### src/rtl/frame_write_sequencer.sv
`timescale 1ns / 1ps
// frame_write_sequencer
// Runs engine 0 then (optionally) engine 1 once per frame request, handling their start
// and done handshakes and steering the active engine's write stream onto the single
// frame-buffer write port. One extra frame request can be queued while a frame is in flight.
module frame_write_sequencer #(
    parameter logic       OVERLAY_EN  = 1'b1,
    parameter logic [7:0] ACK_TIMEOUT = 8'd255
) (
    input  logic        clock,
    input  logic        reset,
    input  logic        frame_start,
    output logic        e0_start,
    output logic        e1_start,
    input  logic        e0_start_ack,
    input  logic        e1_start_ack,
    input  logic        e0_done,
    input  logic        e1_done,
    output logic        e0_done_ack,
    output logic        e1_done_ack,
    input  logic [53:0] e0_dout,
    input  logic [53:0] e1_dout,
    input  logic        e0_valid,
    input  logic        e1_valid,
    output logic        e0_ready,
    output logic        e1_ready,
    output logic [53:0] wr_dout,
    output logic        wr_valid,
    input  logic        wr_ready,
    output logic        busy,
    output logic        frame_done,
    output logic [15:0] frame_count,
    output logic        timeout_err,
    output logic        overrun
);

    localparam logic [2:0] StIdle   = 3'd0;
    localparam logic [2:0] St0Start = 3'd1;
    localparam logic [2:0] St0Run   = 3'd2;
    localparam logic [2:0] St0Ack   = 3'd3;
    localparam logic [2:0] St1Start = 3'd4;
    localparam logic [2:0] St1Run   = 3'd5;
    localparam logic [2:0] St1Ack   = 3'd6;
    localparam logic [2:0] StFin    = 3'd7;

    logic [2:0]  state_q, state_d;
    logic        pending_q, pending_d;
    logic        overrun_q, overrun_d;
    logic        timeout_err_q, timeout_err_d;
    logic [7:0]  tmo_cnt_q, tmo_cnt_d;
    logic [15:0] frame_count_q;
    logic        ack_expired;

    // The current START cycle is the ACK_TIMEOUT-th one without an acknowledge.
    assign ack_expired = ({1'b0, tmo_cnt_q} + 9'd1) >= {1'b0, ACK_TIMEOUT};

    // Next-state logic: frame sequencing, request queueing and sticky error flags.
    always_comb begin
        state_d       = state_q;
        pending_d     = pending_q;
        overrun_d     = overrun_q;
        timeout_err_d = timeout_err_q;
        tmo_cnt_d     = (tmo_cnt_q == 8'hff) ? tmo_cnt_q : tmo_cnt_q + 8'd1;

        case (state_q)
            StIdle: begin
                if (frame_start || pending_q) begin
                    state_d   = St0Start;
                    tmo_cnt_d = 8'd0;
                    // Both a queued and a fresh request: run one, keep the other queued.
                    pending_d = frame_start && pending_q;
                end
            end
            St0Start: begin
                if (e0_start_ack) begin
                    state_d = St0Run;
                end else if (ack_expired) begin
                    state_d       = StIdle;
                    timeout_err_d = 1'b1;
                end
            end
            St0Run: begin
                if (e0_done) state_d = St0Ack;
            end
            St0Ack: begin
                if (OVERLAY_EN) begin
                    state_d   = St1Start;
                    tmo_cnt_d = 8'd0;
                end else begin
                    state_d = StFin;
                end
            end
            St1Start: begin
                if (e1_start_ack) begin
                    state_d = St1Run;
                end else if (ack_expired) begin
                    state_d       = StIdle;
                    timeout_err_d = 1'b1;
                end
            end
            St1Run: begin
                if (e1_done) state_d = St1Ack;
            end
            St1Ack: begin
                state_d = StFin;
            end
            StFin: begin
                // The queued request (if any) is consumed here, freeing the slot for a
                // request arriving in this same cycle.
                pending_d = frame_start;
                if (pending_q) begin
                    state_d   = St0Start;
                    tmo_cnt_d = 8'd0;
                end else begin
                    state_d = StIdle;
                end
            end
            default: state_d = StIdle;
        endcase

        if (frame_start && (state_q != StIdle) && (state_q != StFin)) begin
            if (pending_q) overrun_d = 1'b1;
            else           pending_d = 1'b1;
        end
    end

    // State and counter registers with synchronous reset.
    always_ff @(posedge clock) begin
        if (reset) begin
            state_q       <= StIdle;
            pending_q     <= 1'b0;
            overrun_q     <= 1'b0;
            timeout_err_q <= 1'b0;
            tmo_cnt_q     <= 8'd0;
            frame_count_q <= 16'd0;
        end else begin
            state_q       <= state_d;
            pending_q     <= pending_d;
            overrun_q     <= overrun_d;
            timeout_err_q <= timeout_err_d;
            tmo_cnt_q     <= tmo_cnt_d;
            if (state_q == StFin) frame_count_q <= frame_count_q + 16'd1;
        end
    end

    // Handshake and status outputs decoded from registered state.
    always_comb begin
        e0_start    = (state_q == St0Start);
        e1_start    = (state_q == St1Start);
        e0_done_ack = (state_q == St0Ack);
        e1_done_ack = (state_q == St1Ack);
        busy        = (state_q != StIdle);
        frame_done  = (state_q == StFin);
        frame_count = frame_count_q;
        timeout_err = timeout_err_q;
        overrun     = overrun_q;
    end

    // Write-port mux: the running engine is connected straight through, no added latency.
    always_comb begin
        wr_dout  = e0_dout;
        wr_valid = 1'b0;
        e0_ready = 1'b0;
        e1_ready = 1'b0;
        if (state_q == St0Run) begin
            wr_valid = e0_valid;
            e0_ready = wr_ready;
        end else if (state_q == St1Run) begin
            wr_dout  = e1_dout;
            wr_valid = e1_valid;
            e1_ready = wr_ready;
        end
    end

endmodule

### config.mk
export PLATFORM = sky130hd
export DESIGN_NAME = frame_write_sequencer
export DESIGN_NICKNAME = d
export VERILOG_FILES = /design/src/rtl/frame_write_sequencer.sv
export SDC_FILE = /design/constraint.sdc
export NUM_CORES = 1
export LEC_CHECK = 0
export ABC_AREA = 1
export BUFFER_PORTS_ARGS = -buffer_cell sky130_fd_sc_hd__buf_2
export CAP_MARGIN = 20
export CORE_ASPECT_RATIO = 0.75
export CORE_MARGIN = 2
export CORE_UTILIZATION = 34
export CTS_CLUSTER_DIAMETER = 80
export CTS_CLUSTER_SIZE = 40
export DETAILED_ROUTE_END_ITERATION = 8
export PLACE_DENSITY = 0.84
export SYNTH_ARGS = -nofsm -noshare
export SYNTH_HDL_FRONTEND = slang
export SYNTH_SLANG_ARGS = --single-unit
### constraint.sdc
create_clock -name clock -period 1.6 [get_ports clock]
set_input_delay 0.08 -clock clock [delete_from_list [all_inputs] [get_ports clock]]
set_output_delay 0.08 -clock clock [all_outputs]
set_load 0.01 [all_outputs]
Word-level counts from Yosys, hierarchy flattened
Cells that the tools add are included.
W data, S select, Z words.

operators by class
  add/subtract/negate cells = 3
  reduce and logical (&&, ||, !) cells = 10
  equality and inequality tests = 14
  magnitude comparators = 1
  muxes and demuxes = 27

operators with widths
  operator                 count
  $mux W54                 2
  $mux W8                  3
  $pmux W3 S8              1
  $pmux W8 S3              1
  $mux W3                  6
  $add A16 B1 Y16 const B  1
  $eq A3 B3 Y1 const B     4
  $mux W1                  12
  $ne A2 B2 Y1 const B     5
  $add A8 B1 Y9 const B    1
  $ge A9 B8 Y1 const B     1
  $add A8 B1 Y8 const B    1
  $eq A8 B8 Y1 const B     1
  $eq A3 B2 Y1 const B     2
  $reduce_and A3 Y1        2
  $pmux W1 S2              2
  $eq A3 B1 Y1 const B     1
  $logic_and A1 B1 Y1      3
  $logic_not A3 Y1         1
  $ne A3 B3 Y1 const B     1
  $reduce_bool A3 Y1       1
  $reduce_and A2 Y1        1
  $reduce_bool A2 Y1       1
  $logic_or A1 B1 Y1       1

word-level totals
  bits in registers = 30
  logic and storage cells = 61
  output and inout port bits = 81

Logic depth before layout (Yosys ltp)
Gate-level depths: netlist (run 1).

  depth after elaboration = 5
  gate-level depth with buffers = 14

Worst setup path after synthesis (run 1)
Ideal clock, no wire load.

  kind = reg-to-reg
  start = register frame_count_q[1] (netlist: frame_count[1])
  end = register frame_count_q[14] (netlist: frame_count[14])
  cell stages (with the launch flop) = 10
  required time = 1,481 ps
  clock period less this slack = 1,574 ps
  arrival = 1,455 ps
  setup slack = 26 ps
  cells stage by stage = dfxtp_1 -> ha_1 -> inv_1 -> nor3_1 -> and3_1 -> nand2_1 -> nor2_2 -> nand4_1 -> o21ai_0 -> a21oi_1

between the ends
  longest elaborated chain between the ends = 1

ends and longest elaborated chain
  element                   RTL line  RTL
  start: declaration        51        logic [15:0] frame_count_q;
  start signal: assignment  142       if (state_q == StFin) frame_count_q <= frame_count_q + 16'd1;
  $add A16 B1 Y16           142

No other way between the ends.
A chain may end at the register's enable or synchronous reset.

Worst setup path after layout (run 1)
  start = register state_q[2]
  end = output port wr_dout[27]

between the ends
  longest elaborated chain between the ends = 3
  elaborated cells on any way between the ends = 4
  classes of those cells = eq/ne (2); mux (2)

ends and longest elaborated chain
  element                   RTL line  RTL
  start: declaration        46        logic [2:0] state_q, state_d;
  start signal: assignment  130       state_q <= StIdle;
  start signal: assignment  137       state_q <= state_d;
  $eq A3 B3 Y1              168       end else if (state_q == St1Run) begin
  $mux W54                  168
  $mux W54 *                165       if (state_q == St0Run) begin
  end: declaration          27        output logic [53:0] wr_dout,

Mark *: on every way between the ends. The rest lies on a longest branch, timed or not.

==> impl_metrics.csv, run 1 <==
group,metric,value,unit
route,dr.pass1.iters,4,
synthesis,synth_area_leaders,"nand2_1, dfxtp_1, inv_1",
floorplan,core_area,6320,um2
clock_tree,clkTransAtPathRegs,0.07,ns
critical_path,cp_max_fo,6,
critical_path,critPathKind,"flop to primary output",
synthesis,muxShareOfSynthArea,0,%
synthesis,synthesis.nets,522,
synthesis,yosysTopAreaCellShare,34.4,%
floorplan,fp.dieArea,7220,um2
synthesis,ys_top_cells_by_count,"nand2_1, inv_1, dfxtp_1, nor2_1, a21oi_1",
grt,grt_max_degree,29,
synthesis,synthMostInstantiatedCell,"nand2_1",
floorplan,num_rows,25,
cells_and_area,layout-drive-gt1-share,57.1,%
route,via_per_inst,4.86,
synthesis,syn_area,2230,um2
clock_tree,htreeDepth,2,
floorplan,die_w,97.5,um
synthesis,synth_compound_area_share,13.3,%
cells_and_area,antennaDiodeCount,0,
power,cellPowerDensity,557,nW/um2
synthesis,synth_seq_area_share,27.0,%
sta,fin_hold_ws,0.0842,ns
clock_tree,cts_buffers,5,
synthesis,syn_inst,401,
floorplan,fp.dieH,74.1,um
sta,rsz0062_at_grt,"true",
cells_and_area,area_growth,102,%
cells_and_area,final_util,71.1,%
synthesis,ys_ff_latch,30,
critical_path,end_kind,"primary output",
synthesis,synth.distinct_cells,32,
route,vias,3453,
synthesis,synth_edf_count,0,
grt,grt_overflow,0,
worst_hold_path,hold_class,"primary input to flop",
clock_tree,insertion_delay,0.29,ns
power,irDropWorstVdd,438,uV
clock_tree,cts.sinks,30,
sta,finalHoldViolCount,0,
sta,fin_crit_sh,103,%
grt,grt_pass1_vias,2837,
sta,slew_violations,0,
clock_tree,root_buffer,"clkbuf_8",
critical_path,cp.required,1.52,ns
outcome,status,"finished with violations",
cells_and_area,final_net_count,750,
placement,dpl.hpwl,6430,um
synthesis,async_flop_share,0,%
sta,skew,0.00683,ns
grt,grt_first_pass_wirelength,12900,um
sta,setup_ws,-0.0484,ns
job,max_cap_violations,0,
synthesis,yosys.area_share.xor_xnor,0,%
route,wirelength,10400,um
synthesis,synth-main-ff-cell,"dfxtp_1",
floorplan,ioPinCount,199,
grt,grt_usage,21.7,%
sta,worstMarginPinSlew,0.266,ns
critical_path,critPathLaunchType,"flop",
placement,io_buffer_count,198,
sta,max_freq,607,MHz
synthesis,yosysTopAreaCell,"nand2_1",
critical_path,worst_ep_arrival_time,1.57,ns
clock_tree,cts_buffer_depth,2,
outcome,violations,"negative setup slack",
placement,gp_congestion,0.838,
floorplan,start_util,35.2,%
sta,maxSlewHeadroom,82.2,%
synthesis,synth_fa_ha_area_share,1.69,%
sta,setup_viol,45,
synthesis,synthSimpleGateAreaFrac,49.2,%
cells_and_area,fillers,524,
power,p_leak,0.00233,uW
route,drt_iter0_markers,185,
sta,period_needed,1.65,ns
grt,antenna_found_initial,0,
route,wl_per_cell,14.6,um
clock_tree,cts_tree,"built",
route,drcViolationCount,0,
synthesis,synth_top_family_by_area,"simple AND/OR/NAND/NOR gates",
synthesis,avgSynthCellArea,5.55,um2
synthesis,yosys_warnings,0,
route,ant_nets,0,
==> worst paths after layout <==
check	start	endpoint	slack (ns)	cells past startpoint
worst max register to register	tmo_cnt_q[0]	state_q[2]	-0.01	14
worst max-delay path	state_q[2]	wr_dout[27]	-0.05	9
worst min-delay path	frame_start	pending_q	0.08	3
worst min register to register	overrun	overrun	0.49	2
==> placed cells by master (no fill, tap or decap), types with 2 or more instances in the layout <==
cell        netlist  layout
nand3_1           8       6
nor2_4            2       6
buf_4             0      19
buf_6             0      26
clkbuf_8          0       5
o21ai_1           0       6
dfxtp_2           0       5
ha_4              0       2
clkinv_8          0       2
a211oi_1          2       2
nand2_4           0      26
nand4_1           4       4
buf_2             1     177
nand3_2           0       2
nor2_2            1       5
o21ai_2           0       2
o21ai_0          21      13
buf_12            0       3
nand2_1         204     130
clkinvlp_4        0       2
dfxtp_1          30      21
nand2_2           1      49
nor3_1            4       3
a21oi_1          25      24
clkbuf_16         0       5
inv_2             1       2
dfxtp_4           0       4
nor2_1           30      22
inv_1            36      33
buf_16            0       4
==> critical path, stage by stage, from the launching register on <==
cell	delay, ns
dfxtp_2	0.36
inv_4	0.04
buf_6	0.11
nor2_4	0.12
buf_12	0.15
clkinv_8	0.08
clkbuf_16	0.17
nand2_2	0.05
nand2_1	0.05
buf_2	0.14
==> metrics by stage <==
| stage | power [uW] | std cells | TNS, ns | cell area (um2) | worst slack, ns |
|---|---|---|---|---|---|
| 2_1_floorplan | 1140 | 401 | 0 | 2230 | 0.0259 |
| 3_3_place_gp | 1480 | 679 | 0 | 3400 | 0.0288 |
| 3_5_place_dp | 1500 | 679 | -0.318 | 3400 | -0.114 |
| 4_1_cts | 2300 | 695 | -0.0539 | 3690 | -0.0185 |
| 5_1_grt | 2630 | 711 | -5.32 | 4490 | -0.141 |
| 6_report | 2500 | 711 | -1.02 | 4490 | -0.0484 |
==> power breakdown <==
group	internal (uW)	total [uW]	switching [uW]
Clock	463	776	313
Sequential	781	817	35.8
Combinational	448	911	463
==> flip-flops by register name, summed over array words and instances (netlist names) <==
register	flops
pending_q	1
overrun	1
tmo_cnt_q	8
timeout_err	1
frame_count	16
state_q	3
==> logic make-up (layout without fill, tap and decap cells) <==
logic type | after synthesis | after routing
simple gates | 262 | 262
buf+inv | 52 | 281
flops | 30 | 30
fa+ha+maj | 3 | 3
compound gates | 54 | 54
==> layout make-up <==
| type | count | area, um2 | share of cell area (%) |
|---|---|---|---|
| flip-flops and latches | 30 | 622 | 13.8 |
| clock buffers | 5 | 68.8 | 1.53 |
| well taps | 81 | 101 | 2.26 |
| clock inverters | 3 | 45.0 | 1.00 |
| repair buffers | 235 | 1630 | 36.3 |
| multi-input cells | 319 | 1860 | 41.3 |
| repair inverters | 1 | 16.3 | 0.362 |
| inverters | 37 | 154 | 3.42 |
==> timing repair <==
action	4_1_cts	5_1_grt
gates resized for setup	22	167
setup endpoints to repair	60	75
hold buffers	0	0
buffers inserted	4	9
hold endpoints to repair	0	0
pin swaps	6	32
cloned	4	7
==> per-layer routing <==
layer	GRT usage, %	up-vias	part of all wire (%)
li1	-	1722	-
met1	28.6	1579	42
met2	38.4	138	51
met3	3.48	14	5.7
met4	4.78	0	0.98
met5	0	-	0
No activity file was read; power rests on OpenSTA's default activity.
==> run 2: changes to the inputs <==
- GPL_ROUTABILITY_DRIVEN: default -> 0
- PLACE_DENSITY: 0.84 -> 0.86
==> impl_metrics.csv, run 2 (synthesis results as in run 1) <==
group,metric,value,unit
route,wl_per_cell,14.2,um
outcome,status,"finished with violations",
sta,max_freq,575,MHz
power,finalPower,2230,uW
clock_tree,cts_tree,"built",
route,vias,3432,
grt,grt_usage,22.1,%
cells_and_area,layout-drive-gt1-share,48.1,%
floorplan,ioPinCount,199,
power,cellPowerDensity,564,nW/um2
grt,grt_pass1_vias,2846,
power,p_leak,0.00220,uW
route,drcViolationCount,0,
clock_tree,htreeDepth,2,
critical_path,critPathLaunchType,"flop",
outcome,violations,"negative setup slack",
worst_hold_path,hold_class,"primary input to flop",
sta,worstMarginPinSlew,0.238,ns
clock_tree,cts.sinks,30,
worst_hold_path,hold_depth,3,
critical_path,crit_cells,14,
power,power_frac_seq,36.9,%
clock_tree,clkTransAtPathRegs,0.07,ns
grt,grt_max_degree,56,
critical_path,reg2reg_slack,-0.14,ns
clock_tree,insertion_delay,0.29,ns
floorplan,core_area,6320,um2
sta,fin_crit_sh,109,%
cells_and_area,final_area,3950,um2
clock_tree,cts_buffer_depth,2,
critical_path,r2r_cells,14,
placement,io_buffer_count,198,
critical_path,critPathKind,"flop to flop",
cells_and_area,final_common_cell,"buf_2",
critical_path,worst-path-buf-inv,1,
power,swShare,33.7,%
clock_tree,root_buffer,"clkbuf_8",
floorplan,fp.dieH,74.1,um
clock_tree,cts_buffers,5,
clock_tree,holdBufCountCts,0,
floorplan,die_w,97.5,um
route,via_per_inst,4.87,
placement,dpl.hpwl,7020,um
power,irDropWorstVdd,551,uV
sta,setup_ws,-0.141,ns
route,ant_nets,0,
cells_and_area,final_cell_mix,"buf_2, nand2_1, inv_1",
sta,slew_violations,0,
cells_and_area,largest_reg_flops,16,
critical_path,slowest_stage,"dfxtp_4",
critical_path,cp.required,1.77,ns
sta,period_needed,1.74,ns
floorplan,num_rows,25,
grt,antenna_found_initial,0,
power,p_clk_share,27.9,%
placement,postPlaceCellArea,3430,um2
grt,grt_overflow,0,
critical_path,crit_family,"simple AND/OR/NAND/NOR gates",
critical_path,path_cells,"ha_4, nand2_4, buf_6, nand2_4, nor2_2, nand2_1, nor2_2, nand3_2, nand2_2, nand2_1, nand2_1, nand2_1, nand2_1, a21oi_2",
cells_and_area,final_net_count,746,
power,power.switching,751,uW
critical_path,crit_path_max_incr_delay,0.36,ns
sta,rsz0062_at_grt,"true",
floorplan,fp.dieArea,7220,um2
critical_path,end_kind,"flop",
power,p_int,1480,uW
route,wirelength,10000,um
sta,finalHoldViolCount,0,
cells_and_area,area_growth,77.3,%
floorplan,start_util,35.2,%
critical_path,cp_max_fo,3,
critical_path,worst_ep_arrival_time,1.91,ns
route,dr.pass1.iters,5,
route,drt_iter0_markers,190,
power,p_comb_share,35.2,%
critical_path,crit_top_cell,"nand2_1",
sta,setup_viol,56,
grt,grt_first_pass_wirelength,13100,um
cells_and_area,antennaDiodeCount,0,
job,max_cap_violations,0,
sta,skew,0.00590,ns
sta,maxSlewHeadroom,84.1,%
[run 2: through the flow]
step | setup TNS, ns | setup slack (ns) | util [%] | hold slack [ns] | instances
after floorplan | 0 | 0.0259 | - | 0.250 | 401
after detailed placement | -0.415 | -0.121 | 54.3 | 0.394 | 683
after global placement | 0 | 0.00367 | 54.3 | 0.379 | 683
final | -1.62 | -0.141 | 62.5 | 0.0905 | 705
after global routing | -6.69 | -0.269 | 62.5 | 0.0921 | 705
after CTS | -0.0120 | -0.00837 | 57.0 | 0.0906 | 694
[run 2: layout make-up]
type	instances	area (um2)
fill	577	2370
multi-input combinational	319	1610
timing repair buffer	232	1390
sequential	30	622
inverter	37	144
tap	81	101
clock buffer	6	82.6
[run 2: final timing paths]
kind	from	end
setup / recovery	tmo_cnt_q[0]	state_q[2]
hold / removal	frame_start	overrun
setup reg to reg	tmo_cnt_q[0]	state_q[2]
hold reg to reg	overrun	overrun
[run 2: worst min-delay path: stages]
cell and delay (ns):
buf_2 0.11, nand4_1 0.08, a21oi_1 0.06
[run 2: per-layer routing]
| layer | GRT usage (%) | up-vias | part of all wire (%) | wire [um] |
|---|---|---|---|---|
| met5 | 0 | - | 0 | 0 |
| met4 | 4.94 | 0 | 2.9 | 290 |
| met3 | 4.70 | 22 | 7.1 | 709 |
| met2 | 38.0 | 165 | 50 | 4980 |
| met1 | 29.0 | 1539 | 40 | 4040 |
| li1 | - | 1706 | - | - |
[run 2: power by group through the flow]
stage | logic (uW) | registers, uW | clock network [uW]
5_1_grt | 858 | 826 | 664
3_5_place_dp | 686 | 816 | 0
6_report | 784 | 822 | 620
3_3_place_gp | 670 | 815 | 0
2_1_floorplan | 325 | 816 | 0
4_1_cts | 707 | 804 | 623
[run 2: what timing repair did]
| item | in CTS | in global routing |
|---|---|---|
| resized for setup | 17 | 70 |
| setup buffers | 4 | 7 |
| endpoints found under the setup margin | 62 | 74 |
| cloned | 1 | 4 |
| pin swaps | 10 | 32 |
